--- config.mk ---
export PLATFORM = sky130hd
export DESIGN_NAME = clk_div_prog_flat
export DESIGN_NICKNAME = d
export VERILOG_FILES = /design/src/rtl/clk_div_prog_if.sv /design/src/rtl/clk_div_prog.sv /design/src/flat_wrapper.sv
export SDC_FILE = /design/constraint.sdc
export NUM_CORES = 1
export LEC_CHECK = 0
export ABC_AREA = 1
export BUFFER_PORTS_ARGS = -buffer_cell sky130_fd_sc_hd__buf_2
export CORE_UTILIZATION = 43
export DETAILED_ROUTE_END_ITERATION = 8
export PLACE_DENSITY = 0.66
export SLEW_MARGIN = 20
export SYNTH_ARGS = -nofsm -noshare
export SYNTH_HDL_FRONTEND = slang
export SYNTH_SLANG_ARGS = --single-unit
--- constraint.sdc ---
create_clock -name clk -period 3.5 [get_ports clk]
set_input_delay 0.7 -clock clk [delete_from_list [all_inputs] [get_ports clk]]
set_output_delay 0.7 -clock clk [all_outputs]
set_load 0.01 [all_outputs]
--- src/rtl/clk_div_prog_if.sv ---
// clk_div_prog_if: mode/pause/step controls in, clkdiv/Clk_CPU/cpu_tick/paused out
interface clk_div_prog_if #(
  parameter int CNT_W = 32,
  parameter int DIV_W = 24
);
  logic [1:0]       mode;
  logic [DIV_W-1:0] div_cfg;
  logic             SW_Pause;
  logic             step;
  logic [CNT_W-1:0] clkdiv;
  logic             Clk_CPU;
  logic             cpu_tick;
  logic             paused;
  modport master (output mode, div_cfg, SW_Pause, step, input clkdiv, Clk_CPU, cpu_tick, paused);
  modport slave (input mode, div_cfg, SW_Pause, step, output clkdiv, Clk_CPU, cpu_tick, paused);
endinterface

--- src/rtl/clk_div_prog.sv ---
// clk_div_prog: free-running clkdiv plus glitch-free programmable Clk_CPU; ports clk, rst, bus(mode, div_cfg, SW_Pause, step -> clkdiv, Clk_CPU, cpu_tick, paused)
module clk_div_prog #(
  parameter int CNT_W       = 32,
  parameter int DIV_W       = 24,
  parameter int FAST_HALF   = 8,
  parameter int SLOW_HALF   = 2097152,
  parameter int STEP_HI_CYC = 4
) (
  input logic          clk,
  input logic          rst,
  clk_div_prog_if.slave bus
);
  typedef enum logic [2:0] {RUN_LO, RUN_HI, PAUSED, STEP_IDLE, STEP_HI} state_t;
  state_t           state, state_n;
  logic [CNT_W-1:0] clkdiv;
  logic [DIV_W-1:0] hc, hc_n, h_act, h_act_n, h_sel;
  logic [2:0]       sync;
  logic             clk_cpu, clk_cpu_n, tick, tick_n;
  logic             last, step_last, step_rise;
  assign step_rise = sync[1] & ~sync[2];
  assign last      = hc == h_act - 1'b1;
  assign step_last = hc == DIV_W'(STEP_HI_CYC - 1);
  assign h_sel     = bus.mode == 2'd0 ? DIV_W'(FAST_HALF) :
                     bus.mode == 2'd1 ? DIV_W'(SLOW_HALF) :
                     bus.div_cfg == '0 ? DIV_W'(1) : bus.div_cfg;
  always_comb begin
    state_n = state;
    hc_n    = hc + 1'b1;
    h_act_n = h_act;
    tick_n  = 1'b0;
    case (state)
      RUN_LO:
        if (last) begin
          hc_n = '0;
          if (bus.SW_Pause) state_n = PAUSED;
          else if (bus.mode == 2'd3) state_n = STEP_IDLE;
          else begin
            h_act_n = h_sel;
            state_n = RUN_HI;
            tick_n  = 1'b1;
          end
        end
      RUN_HI:
        if (last) begin
          hc_n    = '0;
          state_n = RUN_LO;
        end
      PAUSED: begin
        hc_n = '0;
        if (!bus.SW_Pause) state_n = RUN_LO;
      end
      STEP_IDLE: begin
        hc_n = '0;
        if (bus.SW_Pause || bus.mode != 2'd3) state_n = RUN_LO;
        else if (step_rise) begin
          state_n = STEP_HI;
          tick_n  = 1'b1;
        end
      end
      STEP_HI:
        if (step_last) begin
          hc_n    = '0;
          state_n = STEP_IDLE;
        end
      default: begin
        hc_n    = '0;
        state_n = RUN_LO;
      end
    endcase
    clk_cpu_n = state_n == RUN_HI || state_n == STEP_HI;
  end
  always_ff @(posedge clk or posedge rst)
    if (rst) begin
      clkdiv  <= '0;
      state   <= RUN_LO;
      hc      <= '0;
      h_act   <= DIV_W'(FAST_HALF);
      sync    <= '0;
      clk_cpu <= 1'b0;
      tick    <= 1'b0;
    end else begin
      clkdiv  <= clkdiv + 1'b1;
      state   <= state_n;
      hc      <= hc_n;
      h_act   <= h_act_n;
      sync    <= {sync[1:0], bus.step};
      clk_cpu <= clk_cpu_n;
      tick    <= tick_n;
    end
  assign bus.clkdiv   = clkdiv;
  assign bus.Clk_CPU  = clk_cpu;
  assign bus.cpu_tick = tick;
  assign bus.paused   = state == PAUSED;
endmodule

--- src/flat_wrapper.sv ---
// flat-port wrapper written by rule: the top's interface ports become plain ports
module clk_div_prog_flat 
#(
  parameter int CNT_W       = 32,
  parameter int DIV_W       = 24,
  parameter int FAST_HALF   = 8,
  parameter int SLOW_HALF   = 2097152,
  parameter int STEP_HI_CYC = 4
)
  (clk, rst, bus_mode, bus_div_cfg, bus_SW_Pause, bus_step, bus_clkdiv, bus_Clk_CPU, bus_cpu_tick, bus_paused);
  clk_div_prog_if #(.CNT_W(CNT_W), .DIV_W(DIV_W)) bus_i ();
  input logic clk;
  input logic rst;
  input wire logic [$bits(bus_i.mode)-1:0] bus_mode;
  input wire logic [$bits(bus_i.div_cfg)-1:0] bus_div_cfg;
  input wire logic [$bits(bus_i.SW_Pause)-1:0] bus_SW_Pause;
  input wire logic [$bits(bus_i.step)-1:0] bus_step;
  output wire logic [$bits(bus_i.clkdiv)-1:0] bus_clkdiv;
  output wire logic [$bits(bus_i.Clk_CPU)-1:0] bus_Clk_CPU;
  output wire logic [$bits(bus_i.cpu_tick)-1:0] bus_cpu_tick;
  output wire logic [$bits(bus_i.paused)-1:0] bus_paused;
  assign bus_i.mode = bus_mode;
  assign bus_i.div_cfg = bus_div_cfg;
  assign bus_i.SW_Pause = bus_SW_Pause;
  assign bus_i.step = bus_step;
  assign bus_clkdiv = bus_i.clkdiv;
  assign bus_Clk_CPU = bus_i.Clk_CPU;
  assign bus_cpu_tick = bus_i.cpu_tick;
  assign bus_paused = bus_i.paused;
  clk_div_prog #(.CNT_W(CNT_W), .DIV_W(DIV_W), .FAST_HALF(FAST_HALF), .SLOW_HALF(SLOW_HALF), .STEP_HI_CYC(STEP_HI_CYC)) u_core (.clk(clk), .rst(rst), .bus(bus_i));
endmodule
After elaboration in Yosys (flattened, before gate mapping). Index checks and enable logic that the tools add are counted.

Flip-flop bits (word level): 88. Logic and storage cells: 53.

Add/subtract/negate cells: 3. Eq/ne operators: 11. Mux-type cells: 21. Bitwise gates (word level): 4. Reduce and logical (&&, ||, !) cells: 7.

Operator list (number): two-way mux 24 bit (5); one-hot mux 24 bit (2 select lines) (1); adder 32 x 1 -> 32 bit, second input constant (1); adder 24 x 1 -> 24 bit, second input constant (1); == test 24 x 2 -> 1 bit, second input constant (1); == test 24 bit (1); logical NOT 24 bit (1); subtractor 24 x 1 -> 24 bit, second input constant (1); two-way mux 3 bit (7); one-hot mux 3 bit (5 select lines) (1); == test 3 x 1 -> 1 bit, second input constant (2); == test 3 x 2 -> 1 bit, second input constant (2); == test 3 bit, second input constant (2); two-way mux 1 bit (5); AND reduction 4 bit (1); logical NOT 3 bit (1); NOT 1 bit (3); == test 2 x 1 -> 1 bit, second input constant (1); == test 2 bit, second input constant (1); logical NOT 2 bit (1); logical OR 1 bit (2); two-way mux 2 bit (1); inequality test 2 bit, second input constant (1); one-hot mux 1 bit (2 select lines) (1); other kinds (2) (2).

Longest topological paths before layout.
Depth after elaboration: 7. Depth in mapped cells: 18.

Least setup slack after synthesis. No wires, ideal clock.

Kind: reg-to-reg. From: register u_core.h_act[0]. To: register u_core.h_act[6]. Library setup time: 0.121 ns. Arrival time: 2.150 ns. Path slack: 1.230 ns. Stages on the path, launching flop included: 17. Clock period less this slack: 2.270 ns. Path through: dfrtp_1 > inv_1 > ha_1 > nand2_2 > nor2_4 > buf_6 > nand4_1 > nand2_1 > nand3_1 > nor2_1 > nand2_1 > nor2_2 > nand3_2 > buf_6 > buf_6 > nand2_1 > o21ai_1.

Cells in the longest elaborated chain, start to end: 3.

Ends and longest elaborated chain: start, declared (RTL line clk_div_prog.sv:16) `logic [DIV_W-1:0] hc, hc_n, h_act, h_act_n, h_sel;`; start signal, assigned (RTL line clk_div_prog.sv:77) `h_act <= DIV_W'(FAST_HALF);`; start signal, assigned (RTL line clk_div_prog.sv:85) `h_act <= h_act_n;`; subtractor 24 x 1 -> 24 bit (RTL line clk_div_prog.sv:21) `assign last = hc == h_act - 1'b1;`; == test 24 bit (RTL line clk_div_prog.sv:21); AND reduction 4 bit (no source line).

No other way between the ends. A chain may end at the register's enable or synchronous reset.

Worst setup path in the final report.
From: register u_core.h_act[0]. To: register u_core.h_act[12].

Same word-level chain as after synthesis.

==> flow_summary.yaml <==
placed_design:
  dp_hpwl_um: 10100
  io_buffer_count: 64
  gp_congestion: 0.939
critical_path:
  cp_num_buf_inv: 2
  path_class: "reg2reg"
  critPathMostFrequentCell: "nand2_1"
  crit_fanout: 49
  rrSetupSlack_ps: 780
  cp_slowest_cell: "dfrtp_1"
  end_kind: "flip-flop"
  crit_chain: "inv_1, ha_1, nand2_2, nor2_4, nand2_1, nand2_1, nand2_1, nor2_1, nand2_1, nor2_1, nand2_1, nor2_2, nand3_2, buf_4, nand2_1, o21ai_0"
  critPathLaunchType: "flip-flop"
  crit_arrival_ps: 2930
  worstPathRequired_ps: 3710
  critPathTopFamily: "simple AND/OR/NAND/NOR gates"
  cpPeakStageDelay_ps: 390
sta:
  clock-skew-final_ps: 10.2
  min_period_ps: 2720
  rsz0062_at_grt: "false"
  fmax_mhz: 367
  worstMarginPinSlew_ps: 781
  whs_ps: 359
  fin_tns_setup_ps: 0
  hold_violations: 0
  setup_viol: 0
  relSlewSlack: 0.479
  post-route-period-util: 0.778
  drv_slew: 0
floorplanning:
  row_count: 40
  die_y_um: 113
  io_pins: 65
  start_util: 0.439
  die-area_um2: 12700
  fp.coreArea_um2: 12000
  die_w_um: 113
clock_network:
  cts_tree: "done"
  h-tree-depth: 3
  cts_buffers: 9
  clockRootBuffer: "clkbuf_16"
  cts_setup_buffers: 0
  post_cts_resized: 0
  ctsLongestPathBuffers: 2
  worstSkewPairLatency_ps: 350
  clkTransAtPathRegs_ps: 60
  clock_sinks: 88
  postCtsHoldBufs: 0
routing:
  topRoutingLayerUsed: "met4"
  wl_met2_um: 5840
  drc: 0
  vias: 4726
  drt-initial-drc-count: 265
  wl_um: 12900
  wl_per_cell_um: 13.8
  wl_met3_um: 562
  vias_per_cell: 5.07
  wl_met1_um: 6210
  drtPass1Iterations: 5
  ant_nets: 0
logic_synthesis:
  yosysUniqueCellTypes: 32
  yosys_warnings: 0
  synth-seq-cells: 88
  ys_seq_area_frac: 0.419
  netlist_area_um2: 5260
  synth_ff_type: "dfrtp_1"
  synth.top_cell.area_share: 0.414
  synth_edf_count: 0
  synthTopCellsByArea: "dfrtp_1 (41%), nand2_1 (14%), nor2_1 (7.6%)"
  syn_inst: 716
  synth_top_cell_by_area: "dfrtp_1"
  syn_area_per_cell_um2: 7.34
  ys_async_sr_fraction: 1.00
  syn_nets: 749
global_routing:
  grt_pass1_wl_um: 22000
  grt_usage: 0.222
  grt_max_degree: 66
  grt_pass1_vias: 4593
  grt-ovfl-total: 0
  antenna_found_initial: 0
worst_hold_path:
  hold_class: "reg2reg"
power_and_ir_drop:
  leakage_nw: 3.15
  worst_ir_drop_vdd_uv: 256
  power.density_nw_per_um2: 343
final_layout:
  drive_gt1_frac: 0.127
  nFillCells: 1162
  final_common_cell: "nand2_1"
  layout.nets: 814
  final_cell_mix: "nand2_1 (191), nor2_1 (107), dfrtp_1 (87), inv_1 (82), buf_2 (64)"
  antenna_cells: 0
  area_delta_synth_final_pct: 14.4
flow_run:
  drv_cap: 0
status:
  status: "completed"
power breakdown:
group          switching (mW)  leakage (nW)  total, mW  internal [mW]
Combinational          0.0405          1.82     0.0592         0.0187
Clock                   0.421         0.141      0.982          0.562
Sequential           0.000597          1.20       1.02           1.02
path summary, 6_finish.rpt:
path	from	endpoint	cells past startpoint
max	u_core.h_act[0]	u_core.h_act[12]	16
min	u_core.sync[0]	u_core.sync[1]	0
max reg2reg	u_core.h_act[0]	u_core.h_act[12]	16
min reg2reg	u_core.sync[0]	u_core.sync[1]	0
max in group asynchronous	rst	u_core.hc[13]	3
min in group asynchronous	rst	u_core.bus.clkdiv[0]	2
layout make-up:
cell class / count / area (µm²) / share of cell area
clock buffer: 11 / 233 / 0.0387
clock inverter: 5 / 63.8 / 0.0106
inverter: 84 / 318 / 0.0529
multi-input combinational: 530 / 2660 / 0.442
sequential: 88 / 2200 / 0.367
tap: 147 / 184 / 0.0306
timing repair buffer: 68 / 350 / 0.0583
through the flow:
step | setup WS [ps] | util | std cells | instance area [µm²] | total power, mW
6_report | 777 | 0.502 | 933 | 6010 | 2.06
2_1_floorplan | 523 | - | 716 | 5260 | 1.07
3_5_place_dp | 785 | 0.478 | 917 | 5710 | 1.10
5_1_grt | 420 | 0.502 | 933 | 6010 | 2.13
3_3_place_gp | 901 | 0.478 | 917 | 5710 | 1.10
4_1_cts | 773 | 0.502 | 933 | 6010 | 2.08
flip-flops by register name, indices dropped and copies added, names as in the netlist:
register,cells
u_core.bus.Clk_CPU,1
u_core.bus.clkdiv,32
u_core.bus.cpu_tick,1
u_core.h_act,24
u_core.hc,24
u_core.state,3
u_core.sync,3
metal layers:
| layer | vias to the layer above | GRT usage |
|---|---|---|
| li1 | 2409 | - |
| met1 | 2188 | 0.293 |
| met2 | 111 | 0.361 |
| met3 | 18 | 0.0427 |
| met4 | 0 | 0.0827 |
| met5 | - | 0 |
cells in the mapped netlist (2+ instances only):
| library cell | number |
|---|---|
| a21oi_1 | 3 |
| a31oi_1 | 3 |
| buf_2 | 3 |
| buf_6 | 3 |
| clkbuf_1 | 8 |
| dfrtp_1 | 87 |
| ha_1 | 3 |
| inv_1 | 83 |
| nand2_1 | 191 |
| nand2_2 | 2 |
| nand3_1 | 51 |
| nand3b_1 | 5 |
| nand4_1 | 20 |
| nor2_1 | 107 |
| nor2_2 | 5 |
| nor2_4 | 2 |
| nor3_1 | 23 |
| nor4_1 | 12 |
| o21ai_0 | 13 |
| o21ai_1 | 16 |
| o21ai_2 | 4 |
| xnor2_1 | 21 |
| xor2_1 | 42 |
worst reg2reg max path, cell delays in order (launching register included):
cell	delay [ps]
dfrtp_1	390
inv_1	190
ha_1	260
nand2_2	130
nor2_4	320
nand2_1	130
nand2_1	100
nand2_1	60
nor2_1	90
nand2_1	50
nor2_1	90
nand2_1	80
nor2_2	130
nand3_2	60
buf_4	280
nand2_1	140
o21ai_0	90
kinds of logic after synthesis:
| group | Yosys count | synth area share |
|---|---|---|
| buf+inv | 98 | 0.0750 |
| simple gates | 421 | 0.346 |
| mux | 1 | 0.00190 |
| flops | 88 | 0.419 |
| compound gates | 42 | 0.0460 |
| xor+xnor | 63 | 0.105 |
| fa+ha+maj | 3 | 0.00714 |
No activity file was read; power rests on OpenSTA's default activity.
